### src/rtl/ex_pipe_ctrl_pkg.sv
// Shared types and encodings for the execute-stage pipeline controller.
// Scoreboard tag layouts, forwarding select codes and controller states live here.
package ex_pipe_ctrl_pkg;

  localparam int REG_W = 3;

  localparam logic [1:0] FWD_REG = 2'b00;
  localparam logic [1:0] FWD_MEM = 2'b01;
  localparam logic [1:0] FWD_WB  = 2'b10;

  typedef enum logic [1:0] {
    ST_RUN    = 2'b00,
    ST_DRAIN  = 2'b01,
    ST_HALTED = 2'b10
  } ctrl_state_e;

  // EX keeps the source specifiers so forwarding can be resolved from registers only.
  typedef struct packed {
    logic             valid;
    logic [REG_W-1:0] rd;
    logic             writes;
    logic             load;
    logic             halt;
    logic [REG_W-1:0] rs;
    logic [REG_W-1:0] rt;
    logic             usesRs;
    logic             usesRt;
  } exTag_t;

  typedef struct packed {
    logic             valid;
    logic [REG_W-1:0] rd;
    logic             writes;
    logic             halt;
  } dstTag_t;

  // The younger producer in MEM wins over the older one in WB.
  function automatic logic [1:0] fwdSel(input logic needed, input logic [REG_W-1:0] src,
                                        input dstTag_t mem, input dstTag_t wb);
    logic [1:0] sel;
    sel = FWD_REG;
    if (needed) begin
      if (mem.valid && mem.writes && (mem.rd == src)) begin
        sel = FWD_MEM;
      end else if (wb.valid && wb.writes && (wb.rd == src)) begin
        sel = FWD_WB;
      end
    end
    return sel;
  endfunction

endpackage

### src/rtl/ex_pipe_ctrl_hazard_tag_reg.sv
// One scoreboard slot: holds its tag while frozen, loads an empty tag on a bubble.
module ex_pipe_ctrl_hazard_tag_reg #(
  parameter int W = 8
) (
  input  logic         clk_i,
  input  logic         rst_i,
  input  logic         en_i,
  input  logic         clr_i,
  input  logic [W-1:0] d_i,
  output logic [W-1:0] q_o
);

  logic [W-1:0] tag_q;

  always_ff @(posedge clk_i) begin
    if (rst_i) begin
      tag_q <= '0;
    end else if (en_i) begin
      tag_q <= clr_i ? '0 : d_i;
    end
  end

  assign q_o = tag_q;

endmodule

### src/rtl/ex_pipe_ctrl.sv
// Execute-stage pipeline controller: forwarding selects, load-use stall,
// branch squash, HALT drain sequencing and saturating stall/flush counters.
module ex_pipe_ctrl
  import ex_pipe_ctrl_pkg::*;
#(
  parameter int CNT_W = 16
) (
  input  logic             clk_i,
  input  logic             rst_i,
  input  logic             idValid_i,
  input  logic [REG_W-1:0] idRs_i,
  input  logic [REG_W-1:0] idRt_i,
  input  logic             idUsesRs_i,
  input  logic             idUsesRt_i,
  input  logic [REG_W-1:0] idRd_i,
  input  logic             idWrites_i,
  input  logic             idLoad_i,
  input  logic             idHalt_i,
  input  logic             pcSrc_i,
  input  logic             memBusy_i,
  output logic [1:0]       fwdASel_o,
  output logic [1:0]       fwdBSel_o,
  output logic             stallIf_o,
  output logic             stallId_o,
  output logic             bubbleEx_o,
  output logic             flushIfId_o,
  output logic             halted_o,
  output logic [CNT_W-1:0] stallCnt_o,
  output logic [CNT_W-1:0] flushCnt_o
);

  exTag_t      exTag_d, exTag_q;
  dstTag_t     memTag_d, memTag_q, wbTag_q;
  ctrl_state_e state_q;
  logic        halted_q;
  logic [CNT_W-1:0] stallCnt_q, flushCnt_q;

  logic advance, running, loadUse, flushEvent, stallEvent, haltIssue;

  always_comb begin
    exTag_d        = '0;
    exTag_d.valid  = idValid_i;
    exTag_d.rd     = idRd_i;
    exTag_d.writes = idWrites_i;
    exTag_d.load   = idLoad_i;
    exTag_d.halt   = idHalt_i;
    exTag_d.rs     = idRs_i;
    exTag_d.rt     = idRt_i;
    exTag_d.usesRs = idUsesRs_i;
    exTag_d.usesRt = idUsesRt_i;
  end

  always_comb begin
    memTag_d        = '0;
    memTag_d.valid  = exTag_q.valid;
    memTag_d.rd     = exTag_q.rd;
    memTag_d.writes = exTag_q.writes;
    memTag_d.halt   = exTag_q.halt;
  end

  assign advance = !memBusy_i;
  assign running = (state_q == ST_RUN);
  assign loadUse = exTag_q.valid && exTag_q.load && exTag_q.writes && idValid_i &&
                   ((idUsesRs_i && (idRs_i == exTag_q.rd)) ||
                    (idUsesRt_i && (idRt_i == exTag_q.rd)));

  assign flushEvent = advance && running && pcSrc_i;
  assign stallEvent = advance && running && !pcSrc_i && loadUse;
  assign haltIssue  = advance && running && !pcSrc_i && !loadUse && idValid_i && idHalt_i;

  // A frozen memory outranks everything; draining/halted keeps the front end shut.
  always_comb begin
    stallIf_o   = 1'b0;
    stallId_o   = 1'b0;
    bubbleEx_o  = 1'b0;
    flushIfId_o = 1'b0;
    if (rst_i) begin
      stallIf_o = 1'b0;
    end else if (memBusy_i) begin
      stallIf_o = 1'b1;
      stallId_o = 1'b1;
    end else if (!running) begin
      stallIf_o  = 1'b1;
      stallId_o  = 1'b1;
      bubbleEx_o = 1'b1;
    end else if (pcSrc_i) begin
      flushIfId_o = 1'b1;
      bubbleEx_o  = 1'b1;
    end else if (loadUse) begin
      stallIf_o  = 1'b1;
      stallId_o  = 1'b1;
      bubbleEx_o = 1'b1;
    end
  end

  ex_pipe_ctrl_hazard_tag_reg #(.W($bits(exTag_t))) u_exTag (
    .clk_i(clk_i), .rst_i(rst_i), .en_i(advance), .clr_i(bubbleEx_o),
    .d_i(exTag_d), .q_o(exTag_q)
  );

  ex_pipe_ctrl_hazard_tag_reg #(.W($bits(dstTag_t))) u_memTag (
    .clk_i(clk_i), .rst_i(rst_i), .en_i(advance), .clr_i(1'b0),
    .d_i(memTag_d), .q_o(memTag_q)
  );

  ex_pipe_ctrl_hazard_tag_reg #(.W($bits(dstTag_t))) u_wbTag (
    .clk_i(clk_i), .rst_i(rst_i), .en_i(advance), .clr_i(1'b0),
    .d_i(memTag_q), .q_o(wbTag_q)
  );

  assign fwdASel_o = fwdSel(exTag_q.valid && exTag_q.usesRs, exTag_q.rs, memTag_q, wbTag_q);
  assign fwdBSel_o = fwdSel(exTag_q.valid && exTag_q.usesRt, exTag_q.rt, memTag_q, wbTag_q);

  // HALT retires when its tag leaves WB on an advancing edge.
  always_ff @(posedge clk_i) begin
    if (rst_i) begin
      state_q  <= ST_RUN;
      halted_q <= 1'b0;
    end else if (advance) begin
      case (state_q)
        ST_RUN: begin
          if (haltIssue) state_q <= ST_DRAIN;
        end
        ST_DRAIN: begin
          if (wbTag_q.valid && wbTag_q.halt) begin
            state_q  <= ST_HALTED;
            halted_q <= 1'b1;
          end
        end
        ST_HALTED: begin
          halted_q <= 1'b1;
        end
        default: begin
          state_q  <= ST_RUN;
          halted_q <= 1'b0;
        end
      endcase
    end
  end

  always_ff @(posedge clk_i) begin
    if (rst_i) begin
      stallCnt_q <= '0;
      flushCnt_q <= '0;
    end else begin
      if (stallEvent && (stallCnt_q != '1)) stallCnt_q <= stallCnt_q + CNT_W'(1);
      if (flushEvent && (flushCnt_q != '1)) flushCnt_q <= flushCnt_q + CNT_W'(1);
    end
  end

  assign halted_o   = halted_q;
  assign stallCnt_o = stallCnt_q;
  assign flushCnt_o = flushCnt_q;

endmodule
### config.mk
export PLATFORM = sky130hd
export DESIGN_NAME = ex_pipe_ctrl
export DESIGN_NICKNAME = d
export VERILOG_FILES = /design/src/rtl/ex_pipe_ctrl_pkg.sv /design/src/rtl/ex_pipe_ctrl_hazard_tag_reg.sv /design/src/rtl/ex_pipe_ctrl.sv
export SDC_FILE = /design/constraint.sdc
export NUM_CORES = 1
export LEC_CHECK = 0
export ABC_CLOCK_PERIOD_IN_PS = 4700
export CORE_MARGIN = 2
export CORE_UTILIZATION = 56
export DETAILED_ROUTE_END_ITERATION = 16
export GPL_TIMING_DRIVEN = 0
export PLACE_DENSITY = 0.85
export SYNTH_ARGS = -nofsm -noshare
export SYNTH_HDL_FRONTEND = slang
export SYNTH_HIERARCHICAL = 1
export SYNTH_SLANG_ARGS = --single-unit
### constraint.sdc
create_clock -name clk_i -period 4.7 [get_ports clk_i]
set_input_delay 0.47 -clock clk_i [delete_from_list [all_inputs] [get_ports clk_i]]
set_output_delay 0.47 -clock clk_i [all_outputs]
set_load 0.01 [all_outputs]
=== Word level (Yosys, flattened, before mapping) ===
Index checks and enable logic that the tools add are counted.

* Word-level logic and storage cells: 80
* Output and inout port bits: 41
* Input bits: 19
* Register bits after elaboration: 62

* Mux-type cells: 25
* Bitwise gates (word level): 3
* Reductions and logical operators: 31
* Add/sub/neg operators: 2
* Equality and inequality tests: 12

{| class="wikitable"
|+ Operators by type and width
! operator !! count
|-
| adder 16 x 1 -> 16 bit (second input constant) || 2
|-
| inequality test 16 bit (second input constant) || 2
|-
| logical AND 1 bit || 24
|-
| == test 3 bit || 6
|-
| 2-to-1 mux 2 bit || 8
|-
| 2-to-1 mux 15 bit || 1
|-
| 2-to-1 mux 1 bit || 14
|-
| case mux 2 bit (3 select lines) || 1
|-
| AND reduction 4 bit || 1
|-
| logical NOT 1 bit || 3
|-
| inverter 1 bit || 3
|-
| case mux 1 bit (3 select lines) || 1
|-
| AND reduction 3 bit || 1
|-
| == test 2 x 1 -> 1 bit (second input constant) || 1
|-
| == test 2 bit (second input constant) || 1
|-
| logical NOT 2 bit || 1
|-
| inequality test 2 x 1 -> 1 bit (second input constant) || 1
|-
| inequality test 2 bit (second input constant) || 1
|-
| logical OR 1 bit || 1
|}

=== Depth between registers and ports, before layout ===
* Depth after elaboration: 10
* Gate-level depth with buffers: 9
* Mapped depth without buffers: 7

=== Cells and area by module ===
Netlist, hierarchy kept.

{| class="wikitable"
|+ Modules (own cells, without submodules)
! module !! sequential area each (um^2) !! cells an instance !! area each (um^2) !! instances
|-
| ex_pipe_ctrl || 700.7 || 257 || 2133.3 || 1
|-
| ex_pipe_ctrl_hazard_tag_reg (u_exTag) || 300.3 || 65 || 613.1 || 1
|-
| ex_pipe_ctrl_hazard_tag_reg (u_memTag ...) || 120.1 || 25 || 244.0 || 2
|}

=== Worst setup path after synthesis ===
OpenSTA, ideal clock, no wires.

* Path kind: input-to-reg
* From: input idRs_i[1]
* To: register u_exTag.tag_q[10] (netlist: u_exTag/q_o[10])
* Setup time: 119 ps
* Arrival: 2172 ps
* Cell stages on the path: 8
* Setup slack: 2409 ps
* Cells stage by stage: xnor2_1 and4_1 o21ai_1 clkbuf_1 a311oi_1 buf_6 nand3b_1 a21oi_1

* Longest elaborated chain between the ends: 10

{| class="wikitable"
|+ Ends and longest elaborated chain
! what !! RTL line !! RTL
|-
| from (decl) || ex_pipe_ctrl.sv:11 || <nowiki>input logic [REG_W-1:0] idRs_i,</nowiki>
|-
| == test 3 bit || ex_pipe_ctrl.sv:64 || <nowiki>((idUsesRs_i && (idRs_i == exTag_q.rd)) ||</nowiki>
|-
| logical AND 1 bit || ex_pipe_ctrl.sv:64 ||
|-
| logical OR 1 bit || ex_pipe_ctrl.sv:64 ||
|-
| logical AND 1 bit || ex_pipe_ctrl.sv:63 || <nowiki>assign loadUse = exTag_q.valid && exTag_q.load && exTag_q.writes && idValid_i &&</nowiki>
|-
| 2-to-1 mux 1 bit || ex_pipe_ctrl.sv:89 || <nowiki>end else if (loadUse) begin</nowiki>
|-
| 2-to-1 mux 1 bit || ex_pipe_ctrl.sv:86 || <nowiki>end else if (pcSrc_i) begin</nowiki>
|-
| 2-to-1 mux 1 bit || ex_pipe_ctrl.sv:82 || <nowiki>end else if (!running) begin</nowiki>
|-
| 2-to-1 mux 1 bit || ex_pipe_ctrl.sv:79 || <nowiki>end else if (memBusy_i) begin</nowiki>
|-
| 2-to-1 mux 1 bit || ex_pipe_ctrl.sv:77 || <nowiki>if (rst_i) begin</nowiki>
|-
| net bubbleEx_o || ex_pipe_ctrl.sv:25 || <nowiki>output logic bubbleEx_o,</nowiki>
|-
| 2-to-1 mux 15 bit || ex_pipe_ctrl_hazard_tag_reg.sv:19 || <nowiki>tag_q <= clr_i ? '0 : d_i;</nowiki>
|-
| to (signal assigned) || ex_pipe_ctrl_hazard_tag_reg.sv:19 ||
|-
| to (decl) || ex_pipe_ctrl_hazard_tag_reg.sv:13 || <nowiki>logic [W-1:0] tag_q;</nowiki>
|}

The timed path passes the listed nets, and every way through them passes these cells.
A chain may end at the register's enable or synchronous reset.

=== Final worst setup path ===
* From: input idRs_i[1]
* To: output bubbleEx_o

* Longest elaborated chain between the ends: 9

{| class="wikitable"
|+ Ends and longest elaborated chain
! what !! RTL line
|-
| == test 3 bit || ex_pipe_ctrl.sv:64
|-
| logical AND 1 bit || ex_pipe_ctrl.sv:64
|-
| logical OR 1 bit || ex_pipe_ctrl.sv:64
|-
| logical AND 1 bit || ex_pipe_ctrl.sv:63
|-
| 2-to-1 mux 1 bit || ex_pipe_ctrl.sv:89
|-
| 2-to-1 mux 1 bit || ex_pipe_ctrl.sv:86
|-
| 2-to-1 mux 1 bit || ex_pipe_ctrl.sv:82
|-
| 2-to-1 mux 1 bit || ex_pipe_ctrl.sv:79
|-
| 2-to-1 mux 1 bit || ex_pipe_ctrl.sv:77
|-
| to (decl) || ex_pipe_ctrl.sv:25
|}

No other way between the ends.

==> run metrics <==
outcome=completed; total CTS buffers=9; list of most frequent post-synthesis cells=62 x dfxtp_1, 44 x a21oi_1, 28 x nand3b_1; # port buffers=58; Slew @ Worst Pin=0.7714 ns; Synth Instances=372; antenna-violating nets left=0; clk sinks=62; Max-Cap Viols=0; maximum clock frequency=269.8 MHz; final setup fails=0; die area=6399 µm²; Synth area leader=dfxtp_1; CP Max Fanout=10; starting density of the core=58.38%; crit path kind=in2out; worst rel slew slack=48.22%; initial antenna violation count=0; Total Routing Usage GR=26.92%; Synth Cell Area=3234 µm²; EDFF count, synth=0; Yosys top cell area share=38.38%; Area contributors post-synth=dfxtp_1 38%, a21oi_1 6.8%, nand3b_1 6.5%, nand2b_1 5.2%, xnor2_1 4.9%; sequential-to-total area share from yosys stat=38.38%; Worst EP required=4.23 ns; Chip Width=80.00 µm; CTS tree=done; number of global-route vias before repair=3006; clock-pin slew on the worst setup and hold paths=0.07 ns; deepest clock path buffer count=2; Setup crit end kind=output port; first-pass GRT wire length=13470 µm; Netlist cell types=44; peak supply drop=0.2263 mV; Die Ht=80.00 µm; fillers=441; skew final=0.006996 ns; total grt overflow=0; post-cts resize count=0; CTS Hold Buffers Added=0; Yosys reg bits=62; leakage power=0.001372 µW; number of inserted diodes=0; fraction of layout cells with a size suffix above 1=6.783%; CP Launch Type=primary input; Vias per Instance=5.858; CORE AREA=5540 µm²; Tcrit/Tclk final=78.85%; hold slack=0.4739 ns; DR iter-0 viols=143; Root Driver=clkbuf_8; DRC=0; Pins Over Slew Limit=0; WL per Instance=15.56 µm; clock latency on the worst-skew pair=0.35 ns; largest net degree at the start of global routing=21; Fin. Hold Viols=0; row count=27; top_reg_cell synth=dfxtp_1; H-tree levels=3; min Tclk post-route=3.706 ns; Routed WL=8232 µm; drt pass-1 iters=7; GP Congestion=0.8460; Vias=3099; fraction of registers with async set or reset after synthesis=0%; final setup TNS=0 ns; detailed placer's ending HPWL=5728 µm; worst hold-check path type=in2reg; RSZ-0062 raised after global routing=false; Post-CTS Setup Bufs=0; Syn. warnings=6; fin nets=477; Arr. time, crit path=3.24 ns; Mean Syn Cell Area=8.694 µm²; most common cell in the netlist=dfxtp_1; Layout area overhead=28.24%; # IOs=60; Reg2Reg Setup Slack=2.13 ns; pwr dens=272.6 nW/µm²
metal layers:
| metal | part of all wire, % | vias up | global-route usage (%) |
|---|---|---|---|
| met5 | 0 | - | 0 |
| met4 | 2.1 | 0 | 11.86 |
| met3 | 4.3 | 18 | 6.787 |
| met2 | 49 | 90 | 45.83 |
| met1 | 45 | 1478 | 31.82 |
| li1 | - | 1513 | - |
worst max-delay path, stage by stage:
cell             delay [ns]
clkdlybuf4s50_1        0.52
xnor2_1                0.14
and4_1                 0.33
o21ai_1                0.13
clkbuf_1               0.24
a311oi_1               0.72
clkdlybuf4s50_1        0.67
registers in the layout, indices dropped and copies added, names as in the netlist:
name,cells
state_q,2
u_exTag/q_o,15
stallCnt_o,16
flushCnt_o,16
halted_o,1
u_wbTag/q_o,6
u_memTag/q_o,6
cells by family after synthesis:
| group | count (synthesis) | share of synthesized area [%] |
|---|---|---|
| adder cells (fa/ha/maj) | 6 | 2.321 |
| multiplexers | 2 | 0.6190 |
| AO/OA/AOI/OAI | 84 | 15.36 |
| AND/OR/NAND/NOR | 159 | 30.21 |
| buffers and inverters | 27 | 4.603 |
| XOR/XNOR | 31 | 8.395 |
| flip-flops | 62 | 38.38 |
| other | 1 | 0.1159 |
layout by cell type, fill, tap and decap left out, types with 3 or more instances in the layout:
cell,instances
nand3b_1,28
clkbuf_8,11
nand4_1,18
nor2_1,20
buf_2,5
a211oi_1,5
buf_6,5
conb_1,12
dfxtp_1,62
a31oi_1,3
nand2b_1,27
inv_1,9
xnor2_1,18
clkbuf_1,8
nand3_1,14
or4_1,5
nand2_1,10
nor3_1,4
clkdlybuf4s50_1,58
o31ai_1,4
and3_1,5
ha_1,6
nor4_1,7
or3_1,10
o21ai_0,13
a21oi_1,44
and4_1,6
xor2_1,13
layout make-up:
type                    count  area (µm²)  area share [%]
flip-flops and latches     62        1241           29.92
multi-input cells         294        1886           45.46
inverters                   9       33.78          0.8145
repair buffers             58       580.6           14.00
clock inverters             3       42.54           1.026
well taps                  72       90.09           2.172
clock buffers              13       158.9           3.831
plain buffers              18       115.1           2.775
stage by stage:
step / instance area [µm²] / util, % / std cells / total power (µW) / setup WS, ns
after detailed placement: 3946 / 71.23 / 513 / 658.3 / 0.9898
after global placement: 3946 / 71.23 / 513 / 654.8 / 0.9912
after global routing: 4148 / 74.86 / 529 / 1167 / 0.8421
after floorplan: 3276 / - / 383 / 615.6 / 2.409
final: 4148 / 74.86 / 529 / 1131 / 0.9938
after CTS: 4148 / 74.86 / 529 / 1132 / 0.9840
final timing paths:
check,startpoint,to,depth (start not counted)
worst min-delay path,memBusy_i,stallCnt_o[1]$_SDFFE_PP0P_,4
worst max register to register,u_exTag/q_o[12]$_SDFFE_PP0P_,u_exTag/q_o[7]$_SDFFE_PP0P_,8
worst max-delay path,idRs_i[1],bubbleEx_o,7
worst min register to register,u_exTag/q_o[9]$_SDFFE_PP0P_,u_exTag/q_o[9]$_SDFFE_PP0P_,2
power breakdown:
group          internal [µW]  switching [µW]
clock                    273             209
combinational           50.6            50.1
sequential               535            12.5
Note: power is estimated with default switching activity, not from simulation.
